===== config.mk =====
export PLATFORM = sky130hd
export DESIGN_NAME = led_matrix_scan_ctrl_flat
export DESIGN_NICKNAME = d
export VERILOG_FILES = /design/src/rtl/led_matrix_scan_ctrl_pkg.sv /design/src/rtl/led_matrix_scan_ctrl_if.sv /design/src/rtl/led_matrix_scan_ctrl_dbuf.sv /design/src/rtl/led_matrix_scan_ctrl.sv /design/src/flat_wrapper.sv
export SDC_FILE = /design/constraint.sdc
export NUM_CORES = 1
export LEC_CHECK = 0
export BUFFER_PORTS_ARGS = -buffer_cell sky130_fd_sc_hd__clkbuf_2
export CAP_MARGIN = 10
export CORE_UTILIZATION = 40
export DETAILED_ROUTE_END_ITERATION = 6
export GPL_ROUTABILITY_DRIVEN = 0
export PLACE_DENSITY_LB_ADDON = 0.08
export SLEW_MARGIN = 0
export SYNTH_ARGS = -nofsm -noshare
export SYNTH_HDL_FRONTEND = slang
export SYNTH_SLANG_ARGS = --single-unit
export TNS_END_PERCENT = 100

===== constraint.sdc =====
create_clock -name clk -period 3.65 [get_ports clk]
set_clock_uncertainty 0.1 [all_clocks]
set_input_delay 0.365 -clock clk [delete_from_list [all_inputs] [get_ports clk]]
set_output_delay 0.365 -clock clk [all_outputs]
set_load 0.01 [all_outputs]

===== src/rtl/led_matrix_scan_ctrl_pkg.sv =====
// Shared types and helpers for the LED matrix scan controller:
// scan state encoding, PWM constants and timer sizing.
package led_scan_pkg;

  typedef enum logic {
    ST_BLANK = 1'b0,
    ST_DRIVE = 1'b1
  } scan_state_t;

  localparam int unsigned PWM_LEVELS = 16;

  // Lit portion of a dwell window for a 4-bit brightness level.
  function automatic int unsigned on_time(input logic [3:0] level, input int unsigned dwell);
    return ((int'(level) + 1) * dwell) / PWM_LEVELS;
  endfunction

  // Counter width able to hold the longer of the two windows, plus the full-dwell on_time.
  function automatic int timer_width(input int dwell, input int blank);
    return $clog2(((dwell > blank) ? dwell : blank) + 1);
  endfunction

endpackage


===== src/rtl/led_matrix_scan_ctrl_if.sv =====
// Frame transfer channel: whole-frame pixel word with a valid/ready handshake.
interface led_matrix_scan_ctrl_if #(
  parameter int W = 64
);
  logic [W-1:0] frame_data;
  logic         frame_valid;
  logic         frame_ready;

  modport master (output frame_data, output frame_valid, input frame_ready);
  modport slave  (input frame_data, input frame_valid, output frame_ready);
endinterface


===== src/rtl/led_matrix_scan_ctrl_dbuf.sv =====
// Double frame buffer: pending slot filled by the handshake, copied into the
// displayed (active) slot only on the frame-boundary swap strobe.
module led_frame_dbuf
  import led_scan_pkg::*;
#(
  parameter int W = 64
) (
  input  logic                  clk,
  input  logic                  reset,
  led_matrix_scan_ctrl_if.slave bus,
  input  logic                  swap,
  output logic [W-1:0]          active
);

  logic [W-1:0] pending;
  logic         pending_full;

  assign bus.frame_ready = !pending_full;

  // Accept and swap are mutually exclusive: accept needs an empty slot, swap a full one.
  always_ff @(posedge clk) begin
    if (reset) begin
      pending      <= '0;
      active       <= '0;
      pending_full <= 1'b0;
    end else if (bus.frame_valid && !pending_full) begin
      pending      <= bus.frame_data;
      pending_full <= 1'b1;
    end else if (swap && pending_full) begin
      active       <= pending;
      pending_full <= 1'b0;
    end
  end

endmodule


===== src/rtl/led_matrix_scan_ctrl.sv =====
// Row-multiplexed LED matrix scanner with per-row blanking, 16-level PWM and a
// tear-free double-buffered frame input. Optional walking-pixel test pattern: LED_SCAN_TESTPAT_EN.
//
// state    | meaning
// ST_BLANK | all rows/columns off for BLANK_CYCLES before each row
// ST_DRIVE | current row selected for DWELL_CYCLES, columns gated by PWM on_time
module led_matrix_scan_ctrl
  import led_scan_pkg::*;
#(
  parameter int ROWS         = 8,
  parameter int COLS         = 8,
  parameter int DWELL_CYCLES = 1024,
  parameter int BLANK_CYCLES = 4
) (
  input  logic                  clk,
  input  logic                  reset,
  led_matrix_scan_ctrl_if.slave bus,
  input  logic [3:0]            brightness,
`ifdef LED_SCAN_TESTPAT_EN
  input  logic                  test_mode,
`endif
  output logic [ROWS-1:0]       row_out,
  output logic [COLS-1:0]       col_out,
  output logic                  frame_sync
);

  localparam int TW = timer_width(DWELL_CYCLES, BLANK_CYCLES);
  localparam int RW = $clog2(ROWS);

  scan_state_t          state, state_n;
  logic [TW-1:0]        cnt, cnt_n;
  logic [TW-1:0]        on_q, on_n;
  logic [RW-1:0]        row, row_n;
  logic                 swap;
  logic [ROWS*COLS-1:0] active;
  logic [COLS-1:0]      row_word, disp_word;
  logic [ROWS-1:0]      row_d;
  logic [COLS-1:0]      col_d;
  logic                 sync_d;

  led_frame_dbuf #(.W(ROWS*COLS)) u_dbuf (
    .clk    (clk),
    .reset  (reset),
    .bus    (bus),
    .swap   (swap),
    .active (active)
  );

  always_ff @(posedge clk) begin
    if (reset) begin
      state <= ST_BLANK;
      cnt   <= '0;
      row   <= '0;
      on_q  <= '0;
    end else begin
      state <= state_n;
      cnt   <= cnt_n;
      row   <= row_n;
      on_q  <= on_n;
    end
  end

  always_comb begin
    state_n = state;
    cnt_n   = cnt + TW'(1);
    row_n   = row;
    on_n    = on_q;
    swap    = 1'b0;
    unique case (state)
      ST_BLANK: begin
        if (cnt == TW'(BLANK_CYCLES - 1)) begin
          state_n = ST_DRIVE;
          cnt_n   = '0;
          on_n    = TW'(on_time(brightness, DWELL_CYCLES));
        end
      end
      ST_DRIVE: begin
        if (cnt == TW'(DWELL_CYCLES - 1)) begin
          state_n = ST_BLANK;
          cnt_n   = '0;
          if (row == RW'(ROWS - 1)) begin
            row_n = '0;
            swap  = 1'b1;
          end else begin
            row_n = row + RW'(1);
          end
        end
      end
    endcase
  end

  // Outputs are computed from next-state values so the registered pins line up with the FSM.
  assign sync_d   = (state_n == ST_DRIVE) && (cnt_n == '0) && (row_n == '0);
  assign row_word = COLS'(active >> (row_n * COLS));

`ifdef LED_SCAN_TESTPAT_EN
  localparam int CW = (COLS > 1) ? $clog2(COLS) : 1;

  logic          tm_q, tm_n;
  logic [RW-1:0] tp_row, tp_row_n;
  logic [CW-1:0] tp_col, tp_col_n;

  // frame_count is kept as two wrapping indices; they advance with frame_sync so a whole frame is consistent.
  always_comb begin
    tm_n     = (state == ST_BLANK && state_n == ST_DRIVE) ? test_mode : tm_q;
    tp_row_n = tp_row;
    tp_col_n = tp_col;
    if (sync_d) begin
      tp_row_n = (tp_row == RW'(ROWS - 1)) ? '0 : tp_row + RW'(1);
      tp_col_n = (tp_col == CW'(COLS - 1)) ? '0 : tp_col + CW'(1);
    end
    disp_word = row_word;
    if (tm_n) disp_word = (row_n == tp_row_n) ? (COLS'(1) << tp_col_n) : '0;
  end

  always_ff @(posedge clk) begin
    if (reset) begin
      tm_q   <= 1'b0;
      tp_row <= '0;
      tp_col <= '0;
    end else begin
      tm_q   <= tm_n;
      tp_row <= tp_row_n;
      tp_col <= tp_col_n;
    end
  end
`else
  assign disp_word = row_word;
`endif

  always_comb begin
    row_d = '0;
    col_d = '0;
    if (state_n == ST_DRIVE) begin
      row_d[row_n] = 1'b1;
      if (cnt_n < on_n) col_d = disp_word;
    end
  end

  always_ff @(posedge clk) begin
    if (reset) begin
      row_out    <= '0;
      col_out    <= '0;
      frame_sync <= 1'b0;
    end else begin
      row_out    <= row_d;
      col_out    <= col_d;
      frame_sync <= sync_d;
    end
  end

endmodule


===== src/flat_wrapper.sv =====
// flat-port wrapper written by rule: the top's interface ports become plain ports
module led_matrix_scan_ctrl_flat import led_scan_pkg::*;
#(
  parameter int ROWS         = 8,
  parameter int COLS         = 8,
  parameter int DWELL_CYCLES = 1024,
  parameter int BLANK_CYCLES = 4
)
  (clk, reset, brightness, row_out, col_out, frame_sync, bus_frame_data, bus_frame_valid, bus_frame_ready);
  led_matrix_scan_ctrl_if #(.W(ROWS*COLS)) bus_i ();
  input  logic clk;
  input  logic reset;
  input  logic [3:0] brightness;
  output logic [ROWS-1:0] row_out;
  output logic [COLS-1:0] col_out;
  output logic frame_sync;
  input wire logic [$bits(bus_i.frame_data)-1:0] bus_frame_data;
  input wire logic [$bits(bus_i.frame_valid)-1:0] bus_frame_valid;
  output wire logic [$bits(bus_i.frame_ready)-1:0] bus_frame_ready;
  assign bus_i.frame_data = bus_frame_data;
  assign bus_i.frame_valid = bus_frame_valid;
  assign bus_frame_ready = bus_i.frame_ready;
  led_matrix_scan_ctrl #(.ROWS(ROWS), .COLS(COLS), .DWELL_CYCLES(DWELL_CYCLES), .BLANK_CYCLES(BLANK_CYCLES)) u_core (.clk(clk), .reset(reset), .bus(bus_i), .brightness(brightness), .row_out(row_out), .col_out(col_out), .frame_sync(frame_sync));
endmodule

### Yosys cells after proc, flatten, opt, wreduce, memory -nomap -nowiden

Cells that the tools add are included.

| word-level totals | value |
|---|---|
| input port bits | 71 |
| logic and storage cells | 54 |
| register bits | 172 |
| output and inout port bits | 18 |

| operators by class | value |
|---|---|
| $add $sub $neg | 3 |
| bitwise gates (word level) | 4 |
| muxes and demuxes | 18 |
| reduce and logical (&&, ||, !) cells | 12 |
| shifts and indexed selects | 1 |
| magnitude comparators | 3 |
| eq/ne operators | 3 |

Operator list:

| cell | number |
|---|---|
| 64-bit by 6-bit right shift with 8-bit output | 1 |
| 11-bit two-way mux | 4 |
| 11-bit one-hot mux with 2 select lines | 1 |
| 11-bit by 1-bit adder with 11-bit output, second input constant | 1 |
| 11-bit by 10-bit == test with 1-bit output, second input constant | 1 |
| 11-bit by 2-bit == test with 1-bit output, second input constant | 1 |
| 11-bit zero test | 1 |
| 11-bit less-than comparator | 1 |
| 3-bit two-way mux | 3 |
| 1-bit two-way mux | 8 |
| 4-bit by 1-bit adder with 5-bit output, second input constant | 1 |
| 1-bit logical AND | 5 |
| 3-bit by 4-bit less-than comparator with 1-bit output, second input constant | 1 |
| 1-bit NOT | 4 |
| 3-bit by 1-bit adder with 3-bit output, second input constant | 1 |
| 1-bit demux with 3-bit select | 1 |
| 3-bit == test, second input constant | 1 |
| 3-bit by 1-bit greater-or-equal comparator with 1-bit output, second input constant | 1 |
| 3-bit zero test | 1 |
| 3-bit OR reduction | 1 |
| 1-bit one-hot mux with 2 select lines | 1 |
| 2-bit AND reduction | 1 |
| 2-bit nonzero test | 1 |
| 2-bit OR reduction | 1 |
| 1-bit zero test | 1 |

### Depth between registers and ports, before layout

| depth | value |
|---|---|
| word-level depth | 8 |
| depth in mapped cells | 14 |

### Modules after synthesis

A second synthesis with hierarchy kept.

| second synthesis, totals | value |
|---|---|
| cell total of the unflattened synthesis | 814 |
| area, all modules | 7925.1 µm² |

Modules (own cells, without submodules):

| module | instances | cells an instance | area an instance (µm²) |
|---|---|---|---|
| led_frame_dbuf | 1 | 504 | 5348.9 |
| led_matrix_scan_ctrl | 1 | 310 | 2576.2 |

### Worst setup path before layout

OpenSTA, ideal clock, no wires.

| path | value |
|---|---|
| path type | register -> register |
| from | register u_core.cnt[0] |
| to | register u_core.col_out[7] |
| required time | 3464 ps |
| arrival | 2890 ps |
| slack | 574 ps |
| cell stages (with the launch flop) | 15 |
| period minus slack after synthesis | 3076 ps |
| library setup time | 86 ps |
| cells stage by stage | dfxtp_1 ha_1 nor4b_1 and4b_1 clkbuf_1 or2_2 clkbuf_1 nor2_1 ha_1 a21o_1 a21o_1 a21oi_1 o2111a_1 o21ai_0 a211oi_1 |

| between the ends | value |
|---|---|
| longest elaborated chain between the ends | 6 |
| elaborated cells between the ends (all ways) | 18 |
| classes of those cells | add/sub: 1; order compare: 1; eq/ne: 2; shift: 1; mux: 10; bitwise: 2; reduce/logical: 1 |

Ends and longest elaborated chain:

| what | line | text |
|---|---|---|
| start, declared | led_matrix_scan_ctrl.sv:31 | `logic [TW-1:0] cnt, cnt_n;` |
| start signal, assigned | led_matrix_scan_ctrl.sv:57 | `cnt <= cnt_n;` |
| 11-bit by 1-bit adder with 11-bit output, or another cell as far along | led_matrix_scan_ctrl.sv:65 | `cnt_n = cnt + TW'(1);` |
| 11-bit two-way mux (on tied branches) | led_matrix_scan_ctrl.sv:78, led_matrix_scan_ctrl.sv:71 |  |
| 11-bit one-hot mux with 2 select lines (*) | led_matrix_scan_ctrl.sv:69 | `unique case (state)` |
| named net u_core.cnt_n[3] | led_matrix_scan_ctrl.sv:31 |  |
| 11-bit less-than comparator (*) | led_matrix_scan_ctrl.sv:136 | `if (cnt_n < on_n) col_d = disp_word;` |
| 1-bit NOT (no source line) (*) | - |  |
| 3-bit OR reduction (no source line) (*) | - |  |
| end signal, assigned | led_matrix_scan_ctrl.sv:147 | `col_out <= col_d;` |
| end, declared | led_matrix_scan_ctrl.sv:23 | `output logic [COLS-1:0] col_out,` |

Mark *: on every way through the listed nets, which the timed path passes. The rest lies on a longest branch.
A chain may end at the register's enable or synchronous reset.

### Final worst setup path

Same ends and word-level chain as after synthesis.

==> flow_summary.yaml <==
run_status:
  status: "completed"
hold_path:
  hold_path_class: "in -> reg"
  min_from: "bus_frame_data[39]"
  min_path_cells: 3
  worstHoldEndpoint: "u_core.u_dbuf.pending[39]"
floorplanning:
  ioPinCount: 89
  num_rows: 48
  dieArea_sq_mm: 0.0182
  initial_core_util_pct: 40.9
  chipWidth_microns: 135
  core_area_sq_mm: 0.0173
  die_y_microns: 135
logic_synthesis:
  synth_compound_area_share_pct: 14.4
  yosysWarnings: 0
  syn_area_per_cell_sq_um: 8.19
  synthSimpleGateAreaFrac_pct: 21.7
  synthCells: 864
  synth-main-ff-cell: "dfxtp_1"
  synth_top_family_by_area: "simple AND/OR/NAND/NOR gates"
  synth_enable_flop_cells: 0
  ys_seq_area_share_pct: 48.7
  synthAdderAreaFrac_pct: 2.48
  synth_area_sq_mm: 0.00707
  ys_ff_latch: 172
  synth_area_leaders: "dfxtp_1, nand2_1, a21oi_1"
  ys_types: 47
  synth-xor-area-share_pct: 1.49
  yosys.area.top_type_share_pct: 48.7
  async_flop_share_pct: 0
  yosys.area.top_type: "dfxtp_1"
  synth.net_count: 949
  muxShareOfSynthArea_pct: 7.43
placed_design:
  io_buffer_count: 88
  dp_hpwl_microns: 12000
  post_dp_cell_area_sq_mm: 0.00765
setup_path:
  cp-end-kind: "flop"
  start_kind: "flop"
  cp.arrival_ps: 3570
  r2r_slack_ps: 310
  r2r-end: "u_core.col_out[7]"
  rr_worst_depth: 11
  path_max_fanout: 8
  required_ps: 3890
  r2r_start: "u_core.cnt[0]"
  path_class: "reg -> reg"
timing:
  finalHoldViolations: 0
  finalMaxSlewViolations: 0
  setup_viol: 0
  hold_ws_ps: 51.5
  maxSlewHeadroom_pct: 49.4
  finalCriticalPeriod_ps: 3340
  final.period_utilization_pct: 91.4
  rsz0062_at_grt: "false"
  fin_tns_setup_ps: 0
  worstMarginPinSlew_ps: 759
  fmax_mhz: 300
clock_tree:
  cts.reportedPaths.clkPinSlew_ps: 70
  clock_sinks: 172
  cts_tree: "built"
  cts_root_buf: "clkbuf_16"
  cts_setup_buffers: 0
  clock_latency_ps: 430
  cts_resized: 0
  htree_num_levels: 4
  cts_max_path_buffers: 2
  numCtsBuffers: 17
  hold_buffers: 0
routing:
  first_pass_iters: 5
  vias_per_cell: 5.11
  drt_iter0_markers: 326
  routedWlPerCell_microns: 14.8
  num_vias: 5920
  wl_microns: 17100
  drc_errors: 0
  ant_nets: 0
global_route:
  grt_pass1_vias: 5693
  antenna_found_initial: 0
  grt-ovfl-total: 0
  grt_pass1_wl_microns: 27900
  grt_util_all_layers_pct: 19.5
  grt_max_degree: 77
cells_and_area:
  syn2layout_area_growth_pct: 17.4
  fillers: 1740
  drive_gt1_share_pct: 15.6
  layout.nets: 1005
  fin_area_sq_mm: 0.00830
  n_antenna_cell: 0
power_and_ir_drop:
  p_leak_nw: 3.28
  ir_worst_vdd_v: 0.000318
  powerDensity_mw_per_mm2: 492
run:
  drv_cap: 0
==> critical path, cell delays in order, from the launching register on <==
cell	delay, ps
dfxtp_1	410
ha_1	270
nor4b_2	330
and4b_1	390
or2_2	230
nor2_1	70
ha_1	320
o21a_1	180
o211ai_1	150
o2111a_1	390
o21ai_0	140
a211oi_1	240
==> through the flow <==
step,cells,setup slack [ps],power (mW),utilization [%]
global placement,1125,406,2.21,44.3
finish,1158,314,4.08,48.0
CTS,1157,196,4.12,47.9
detailed placement,1125,276,2.22,44.3
floorplan,864,574,2.13,-
global route,1158,51.5,4.23,48.0
==> logic make-up after synthesis <==
| kind of cell | Yosys count |
|---|---|
| buf+inv | 65 |
| simple gates | 367 |
| mux | 52 |
| fa+ha+maj | 14 |
| xor+xnor | 12 |
| flops | 172 |
| compound gates | 182 |
==> layout make-up <==
cell class              instances  area [sq um]  area share (%)
repair buffers                 98           556            6.69
clock buffers                  17           425            5.12
inverters                       4          15.0           0.181
clock inverters                15           196            2.37
well taps                     225           282            3.39
multi-input cells             627          3390            40.8
flip-flops and latches        172          3440            41.5
==> registers in the layout, indices dropped and copies added, names as in the netlist <==
signal                      flops
u_core.cnt                     11
u_core.col_out                  8
u_core.frame_sync               1
u_core.state                    1
u_core.row_out                  8
u_core.on_q                    11
u_core.u_dbuf.pending_full      1
u_core.row                      3
u_core.u_dbuf.pending          64
u_core.u_dbuf.active           64
==> placed cells by master (no fill, tap or decap), types with 2 or more instances in the layout <==
master      count
o221ai_1       14
dfxtp_1       172
xnor2_1         8
a21oi_1       136
a31oi_1         2
mux2_2          4
buf_4           8
nor2b_1         5
clkinvlp_4      4
clkinv_2        4
and3_1          4
mux2i_1        47
o22ai_1         9
a211oi_1        2
clkbuf_16      17
inv_6           2
bufinv_16       4
clkbuf_2       87
nor2_1         45
and2_1          8
nand2_1       265
nor3_1          5
nor3b_1         3
nand2b_1        5
inv_1           4
a21o_1          2
o21ai_0        10
nand3_2         2
nand4_1         3
nand3_1         9
buf_12          3
ha_1           14
xor2_1          4
==> metal layers <==
| metal | share of wire, % | vias up | wire (microns) | track usage, % |
|---|---|---|---|---|
| met5 | 0 | - | 0 | 0 |
| met4 | 2.1 | 0 | 354 | 6.74 |
| met3 | 4.5 | 31 | 774 | 4.43 |
| met2 | 45 | 123 | 7770 | 31.3 |
| met1 | 48 | 2746 | 8230 | 25.8 |
| li1 | - | 3020 | - | - |
==> synth_stat cells (2+ instances only) <==
library cell,number
o21ai_0,10
nand2b_1,5
xnor2_1,8
a211oi_1,2
xor2_1,4
inv_1,4
nor2b_1,6
a31oi_1,2
nor2_1,45
nand2_1,266
buf_2,7
o221ai_1,14
a21o_1,2
and3_1,5
clkbuf_1,36
ha_1,14
o22ai_1,9
buf_1,15
mux2i_1,48
a21oi_1,136
nor3b_1,3
nand3_1,10
dfxtp_1,172
and2_1,8
nor3_1,5
mux2_2,4
buf_6,2
nand4_1,3
==> how the worst max path moves through the flow <==
stage                       start           endpoint  slack [ps]  cells past startpoint
finish              u_core.cnt[0]  u_core.col_out[7]         310                     11
global route        u_core.cnt[0]  u_core.col_out[7]          50                     11
CTS                 u_core.cnt[0]  u_core.col_out[7]         200                     11
detailed placement  u_core.cnt[0]  u_core.col_out[7]         280                     11
global placement    u_core.cnt[0]  u_core.col_out[7]         410                     12
floorplan           u_core.cnt[0]  u_core.col_out[7]         570                     14
==> where the power goes <==
part / switching [mW] / internal [mW] / total (mW)
logic: 0.136 / 0.0906 / 0.226
registers: 0.0296 / 1.93 / 1.96
clock network: 0.759 / 1.14 / 1.90
(Power assumes the default switching activity.)
